### src/rtl/afu_csr_mmio.sv
// afu_csr_mmio: MMIO CSR block behind the CCI-P input buffers.
// Decodes c0 MMIO reads/writes, holds the AFU DFH/ID and control/status
// registers, and returns reads on c2 with a fixed two-cycle latency.
module afu_csr_mmio #(
  parameter logic [63:0] AFU_DFH  = 64'h1000_0000_0000_0000,
  parameter logic [63:0] AFU_ID_L = 64'h0,
  parameter logic [63:0] AFU_ID_H = 64'h0
) (
  input  logic        pClk,
  input  logic        pck_cp2af_softReset,
  input  logic        mmio_wr_valid,
  input  logic        mmio_rd_valid,
  input  logic [15:0] mmio_addr,
  input  logic [1:0]  mmio_len,
  input  logic [8:0]  mmio_tid,
  input  logic [63:0] mmio_wdata,
  output logic        mmio_rsp_valid,
  output logic [8:0]  mmio_rsp_tid,
  output logic [63:0] mmio_rsp_data,
  output logic        ctrl_start,
  output logic        ctrl_enable,
  output logic [63:0] buf_addr,
  input  logic        core_busy,
  input  logic        core_done,
  input  logic        core_error
);

  // 64-bit register indices (byte offset / 8)
  localparam logic [14:0] IDX_DFH     = 15'd0;
  localparam logic [14:0] IDX_ID_L    = 15'd1;
  localparam logic [14:0] IDX_ID_H    = 15'd2;
  localparam logic [14:0] IDX_SCRATCH = 15'd5;
  localparam logic [14:0] IDX_CTRL    = 15'd6;
  localparam logic [14:0] IDX_STATUS  = 15'd7;
  localparam logic [14:0] IDX_BUF     = 15'd8;
  localparam logic [14:0] IDX_CNT     = 15'd9;

  logic rst;
  assign rst = pck_cp2af_softReset;

  // A length code of 2 or 3 is not an access at all; a read that collides
  // with a write is discarded so the write always executes.
  logic        len_ok;
  logic        wide;
  logic        hi_half;
  logic [14:0] idx;
  logic        wr_req;
  logic        rd_req;

  assign len_ok  = ~mmio_len[1];
  assign wide    = mmio_len[0];
  assign hi_half = mmio_addr[0];
  assign idx     = mmio_addr[15:1];
  assign wr_req  = mmio_wr_valid & len_ok;
  assign rd_req  = mmio_rd_valid & ~mmio_wr_valid & len_ok;

  // Merge write data into a register honouring 32-bit half selection.
  function automatic logic [63:0] merge_write(input logic [63:0] cur,
                                              input logic [63:0] wdata,
                                              input logic        is_wide,
                                              input logic        hi);
    logic [63:0] res;
    if (is_wide)  res = wdata;
    else if (hi)  res = {wdata[31:0], cur[31:0]};
    else          res = {cur[63:32], wdata[31:0]};
    return res;
  endfunction

  // Size a 64-bit register value for the response: 32-bit reads return the
  // selected half right-justified with the upper word zeroed.
  function automatic logic [63:0] size_read(input logic [63:0] full,
                                            input logic        is_wide,
                                            input logic        hi);
    logic [63:0] res;
    if (is_wide)  res = full;
    else if (hi)  res = {32'b0, full[63:32]};
    else          res = {32'b0, full[31:0]};
    return res;
  endfunction

  logic [63:0] scratch;
  logic [63:0] buf_q;
  logic [63:0] cycle_cnt;
  logic        enable;
  logic        start;
  logic        done;
  logic        err;

  // Only a write touching CTRL's low word reaches the control bits.
  logic ctrl_lo_wr;
  logic clr_status;
  assign ctrl_lo_wr = wr_req & (idx == IDX_CTRL) & (wide | ~hi_half);
  assign clr_status = ctrl_lo_wr & mmio_wdata[1];

  // Writable registers and the one-cycle start pulse.
  always_ff @(posedge pClk) begin
    if (rst) begin
      scratch <= '0;
      buf_q   <= '0;
      enable  <= 1'b0;
      start   <= 1'b0;
    end else begin
      start <= ctrl_lo_wr & mmio_wdata[0];
      if (wr_req && idx == IDX_SCRATCH)
        scratch <= merge_write(scratch, mmio_wdata, wide, hi_half);
      if (wr_req && idx == IDX_BUF)
        buf_q <= merge_write(buf_q, mmio_wdata, wide, hi_half) & ~64'h3F;
      if (ctrl_lo_wr)
        enable <= mmio_wdata[2];
    end
  end

  // Sticky done/err flags; a set in the same cycle as a clear wins.
  always_ff @(posedge pClk) begin
    if (rst) begin
      done <= 1'b0;
      err  <= 1'b0;
    end else begin
      done <= core_done  | (done & ~clr_status);
      err  <= core_error | (err  & ~clr_status);
    end
  end

  // Free-running cycle counter, wraps naturally.
  always_ff @(posedge pClk) begin
    if (rst) cycle_cnt <= '0;
    else     cycle_cnt <= cycle_cnt + 64'd1;
  end

  // ---- stage p0: registered read request ----
  logic        vld_p0;
  logic [8:0]  tid_p0;
  logic [14:0] idx_p0;
  logic        wide_p0;
  logic        hi_p0;

  // Request valid is control and is cleared by reset, dropping in-flight reads.
  always_ff @(posedge pClk) begin
    if (rst) vld_p0 <= 1'b0;
    else     vld_p0 <= rd_req;
  end

  // Request payload travels with vld_p0 and needs no reset.
  always_ff @(posedge pClk) begin
    tid_p0  <= mmio_tid;
    idx_p0  <= idx;
    wide_p0 <= wide;
    hi_p0   <= hi_half;
  end

  // ---- stage p1: register mux into the response ----
  logic [63:0] full_p1;
  logic [63:0] data_p1;

  // Select the addressed register; unmapped offsets read zero.
  always_comb begin
    full_p1 = '0;
    case (idx_p0)
      IDX_DFH:     full_p1 = AFU_DFH;
      IDX_ID_L:    full_p1 = AFU_ID_L;
      IDX_ID_H:    full_p1 = AFU_ID_H;
      IDX_SCRATCH: full_p1 = scratch;
      IDX_CTRL:    full_p1 = {61'b0, enable, 2'b0};
      IDX_STATUS:  full_p1 = {61'b0, err, done, core_busy};
      IDX_BUF:     full_p1 = buf_q;
      IDX_CNT:     full_p1 = cycle_cnt;
      default:     full_p1 = '0;
    endcase
  end

  assign data_p1 = size_read(full_p1, wide_p0, hi_p0);

  // Registered c2 response; tid/data are zero whenever no response is valid.
  always_ff @(posedge pClk) begin
    if (rst) begin
      mmio_rsp_valid <= 1'b0;
      mmio_rsp_tid   <= '0;
      mmio_rsp_data  <= '0;
    end else begin
      mmio_rsp_valid <= vld_p0;
      mmio_rsp_tid   <= vld_p0 ? tid_p0  : 9'd0;
      mmio_rsp_data  <= vld_p0 ? data_p1 : 64'd0;
    end
  end

  assign ctrl_start  = start;
  assign ctrl_enable = enable;
  assign buf_addr    = buf_q;

endmodule

### config.mk
export PLATFORM = sky130hd
export DESIGN_NAME = afu_csr_mmio
export DESIGN_NICKNAME = d
export VERILOG_FILES = /design/src/rtl/afu_csr_mmio.sv
export SDC_FILE = /design/constraint.sdc
export NUM_CORES = 1
export LEC_CHECK = 0
export ABC_AREA = 1
export BUFFER_PORTS_ARGS = -buffer_cell sky130_fd_sc_hd__clkbuf_2
export CORE_MARGIN = 2
export CORE_UTILIZATION = 50
export CTS_CLUSTER_SIZE = 25
export DETAILED_ROUTE_END_ITERATION = 12
export HOLD_SLACK_MARGIN = 0.08
export PLACE_DENSITY = 0.87
export SYNTH_ARGS = -nofsm -noshare
export SYNTH_HDL_FRONTEND = slang
export SYNTH_SLANG_ARGS = --single-unit
export TNS_END_PERCENT = 30
### constraint.sdc
create_clock -name pClk -period 1.7 [get_ports pClk]
set_clock_uncertainty 0.15 [all_clocks]
set_input_delay 0.17 -clock pClk [delete_from_list [all_inputs] [get_ports pClk]]
set_output_delay 0.17 -clock pClk [all_outputs]
set_load 0.05 [all_outputs]
==> results of run 1 <==
[what timing repair did]
action | CTS
pin swaps | 25
hold buffers | 99
endpoints found under the setup margin | 112
hold endpoints to repair | 171
buffers inserted | 10
resized for setup | 193
cloned | 2
[kinds of logic after synthesis]
family / synth area share
xor gates and xnor gates: 0.00541
adders and majority gates: 0.000965
other: 0.000289
and+or+nand+nor: 0.301
buffers and inverters: 0.108
DFF: 0.450
AOI/OAI and AO/OA: 0.135
[routing by layer]
layer  global-route usage  GRT overflow
met5                0.576             2
met4                0.787            66
met3                0.669             8
met2                0.890            52
met1                0.762            12
[metrics by stage]
step / TNS [ns] / utilization
4_1_cts: -2.23 / 0.745
3_5_place_dp: -14.33 / 0.636
3_3_place_gp: -7.28 / 0.636
2_1_floorplan: 0 / -
[synth_stat cells (all sizes together) (6+ instances only)]
library cell / instances
a211oi: 27
a21oi: 142
and2: 6
buf: 48
clkbuf: 51
dfxtp: 291
inv: 245
nand2: 368
nand3: 209
nand3b: 6
nand4: 29
nor2: 230
nor3: 38
o21ai: 159
==> summary.txt, run 1 <==
Clock Path Buffers: 3
Die Wd: 165 um
Seq/Total Area, Yosys: 0.450
Cells after Synth: 1871
dpl ws: -0.243 ns
Tool Error: [ERROR GRT-0232] Routing congestion too high. Check the congestion heatmap in the GUI.
asr flop ratio synth: 0
root buf cell: clkbuf_16
Stop stage: 5_1_grt
post-synth top area share: 0.450
Cell Area, Placed: 0.0161 sq mm
Crit. endpoint post-GRT repair: cycle_cnt[57]$_SDFF_PP0_/D
leading area contributor after synthesis: dfxtp_1
Tot GR Track Use: 0.777
Post-synth EDFFs: 0
leading cell types by total area after synthesis: dfxtp_1, nand2_1, nand3_1, inv_1, nor2_1
initial core utilization: 0.512
Yosys reg bits: 291
Worst EP Category: register input
final RePlAce weighted congestion: 0.953
post-DP HPWL: 36200 um
clk sink count: 291
CTS H-tree lvls: 1
syn avg cell area: 6.93 sq um
antenna violations before repair: 23
Ports: 238
Main synth FF type: dfxtp_1
Num CTS Buffers: 31
synth warn: 0
Vert. Die Dim: 165 um
largest net degree at the start of global routing: 119
placed cells: 2580
port bufs: 231
global route overflow: 140
outcome: stopped before the end
post-synth cell types: 37
Synth Cell Area: 0.0130 sq mm
cell row count: 58
==> inputs of run 2 (changes only) <==
CORE_UTILIZATION = 38   (was 50)
CTS_CLUSTER_SIZE = default   (was 25)
HOLD_SLACK_MARGIN = default   (was 0.08)
PLACE_DENSITY = default   (was 0.87)
PLACE_DENSITY_LB_ADDON = 0.15   (was default)
clock period = 2.2 ns   (was 1.7 ns; I/O delays follow)
==> run 2 against run 1 <==
Effect of this change: the flow now finishes without violations; synthesized cell count stayed put; area after synthesis stayed put.
==> summary.txt, run 2 <==
outcome: finished, final reports clean
vias in the first global route: 12700
post-DR vias/cell: 5.06
antenna cells: 0
Power Total: 11.6 mW
final RePlAce weighted congestion: 0.936 (-1.7%)
max-cap violation count: 0
pwr/cell area: 688 mW/mm^2
first-pass GRT wire length: 73100 um
Slew Viols, Final: 0
RSZ-0062 raised after global routing: no
Iteration-0 DRC Markers: 1005
global route overflow: 0
required time worst endpoint: 2.40 ns
post-synth cell types: 37 (unchanged)
min Tclk post-route: 2.07 ns
worst hold path endpoint: scratch[55]
asr flop ratio synth: 0 (unchanged)
most frequent cells in the layout: nand2_1, dfxtp_1, inv_1, clkbuf_2, nor2_1
Synth Cell Area: 0.0130 sq mm (unchanged)
Setup Buffers After CTS: 0 (-10)
root buf cell: clkbuf_16
Critical R2R Launch: cycle_cnt[5]
Main synth FF type: dfxtp_1
total negative slack: 0 ns
biggest regs: cycle_cnt (64), mmio_rsp_data (64), scratch (64)
Yosys reg bits: 291 (unchanged)
CTS tree: done
# DRC: 0
Clk Latency, worst-skew pair: 0.52 ns
synth cell count leaders: nand2_1, dfxtp_1, inv_1
Tot GR Track Use: 0.263
largest net degree at the start of global routing: 119
leading cell types by total area after synthesis: dfxtp_1, nand2_1, nand3_1, inv_1, nor2_1
Num CTS Buffers: 34 (+9.7%)
Routed WL: 47500 um
Antenna Nets Post-Route: 0
Ports: 238 (unchanged)
port bufs: 231 (unchanged)
Die Wd: 189 um (+14%)
share of layout cells above drive strength 1: 0.174
initial core utilization: 0.386 (-0.125)
worst reg2reg path depth: 8
FMAX: 484 MHz
Hold Vio Cnt, Final: 0
WS Path Type: register to register
post-DP HPWL: 36100 um (-0.21%)
post-synth top area share: 0.450 (unchanged)
Clock Path Buffers: 3 (unchanged)
most common cell in the netlist: nand2_1
worst hold path startpoint: mmio_wdata[55]
crit start category: register
count of final setup violators: 0
FF-to-FF End: cycle_cnt[57]
Area Overhead vs Synth: 29.9%
Vias: 13500
reg-to-reg slack, setup: 0.13 ns
most common cell after layout, fill and taps aside: nand2_1
Cells after Synth: 1871 (unchanged)
die area: 0.0356 sq mm
Leakage: 7.36 nW
Vert. Die Dim: 189 um (+14%)
antenna violations before repair: 0
Wirelength per Cell: 17.8 um
final worst path period share: 0.939
CP arrival: 2.26 ns
Seq/Total Area, Yosys: 0.450 (unchanged)
clk sink count: 291 (unchanged)
crit-path max FO: 5
TritonRoute pass-1 iters: 6
synth warn: 0 (unchanged)
worst slew pin tran: 0.627 ns
syn avg cell area: 6.93 sq um (unchanged)
clock slew at reported path FFs: 0.06 ns
Post-synth EDFFs: 0 (unchanged)
Hold Crit Class: primary input to register
Slew Limit Headroom: 0.582
Hold Path Stages: 5
nets: 2296
peak supply drop: 384 uV
leading area contributor after synthesis: dfxtp_1
Fillers: 3465
CTS H-tree lvls: 2 (+1)
Crit. End Element: register
cell row count: 67 (+16%)
Core ar.: 0.0335 sq mm
## run 2: cell counts after synthesis
Identical to the previous run, type by type.
## run 2: metrics by stage
stage | cell area (sq um) | setup WS, ns | utilization | std cells | hold slack [ns]
final | 16800 | 0.134 | 0.502 | 2667 | 0.000390
after global routing | 16800 | 0.0245 | 0.502 | 2667 | 0.0411
after CTS | 16800 | 0.165 | 0.502 | 2667 | 0.00136
after detailed placement | 15000 | 0.167 | 0.447 | 2537 | 0.174
after global placement | 15000 | 0.178 | 0.447 | 2537 | 0.174
after floorplan | 13000 | 0.405 | - | 1876 | 0.0977
## run 2: worst max-delay path by stage
stage / start / slack (ns) / end / cells after the start
finish: cycle_cnt[5] / 0.13 / cycle_cnt[57] / 8
global route: cycle_cnt[11] / 0.02 / cycle_cnt[49] / 7
CTS: cycle_cnt[30] / 0.16 / cycle_cnt[63] / 7
detailed placement: cycle_cnt[30] / 0.17 / cycle_cnt[63] / 7
global placement: cycle_cnt[5] / 0.18 / cycle_cnt[57] / 8
floorplan: cycle_cnt[0] / 0.40 / cycle_cnt[56] / 12
## run 2: logic make-up after synthesis
group | count (synthesis) | share of synthesized area
simple gates | 893 | 0.301
buf+inv | 344 | 0.108
compound gates | 333 | 0.135
flops | 291 | 0.450
xor+xnor | 8 | 0.00541
fa+ha+maj | 1 | 0.000965
other cells | 1 | 0.000289
## run 2: layout make-up
cell class                      instances  area, sq um  area share
Sequential cell                       291         5830       0.346
Multi-Input combinational cell       1241         5770       0.343
Timing Repair Buffer                  384         2640       0.157
Clock buffer                           52         1010      0.0600
Inverter                              245          920      0.0546
Tap cell                              448          561      0.0333
Clock inverter                          6          111     0.00662
## run 2: critical path, cell delays in order, from the launching register on
cell	delay [ns]
dfxtp_1	0.41
nand2_1	0.11
nor2_1	0.33
nand3_1	0.25
nor3_1	0.31
buf_4	0.17
nand3_1	0.06
nand2_1	0.06
a21oi_1	0.05
## run 2: where the power goes
| group | switching, mW | internal [mW] | total [mW] |
|---|---|---|---|
| logic | 0.321 | 0.222 | 0.542 |
| clock network | 2.22 | 3.51 | 5.72 |
| registers | 0.0135 | 5.31 | 5.32 |
| total | 2.55 | 9.03 | 11.6 |
## run 2: per-layer routing
layer / vias to the layer above / GRT usage / part of all wire / routed length [um]
met3: 46 / 0.0335 / 0.069 / 3260
met2: 516 / 0.415 / 0.45 / 21300
met1: 6274 / 0.385 / 0.47 / 22300
li1: 6664 / - / - / -
met5: - / 0 / 0 / 0
met4: 0 / 0.0484 / 0.012 / 588
## run 2: what timing repair did
action	in CTS	in global routing
endpoints found under the hold margin	101	0
resized for setup	0	2
hold buffers	72	0
endpoints found under the setup margin	0	2
No activity file was read; power rests on OpenSTA's default activity.
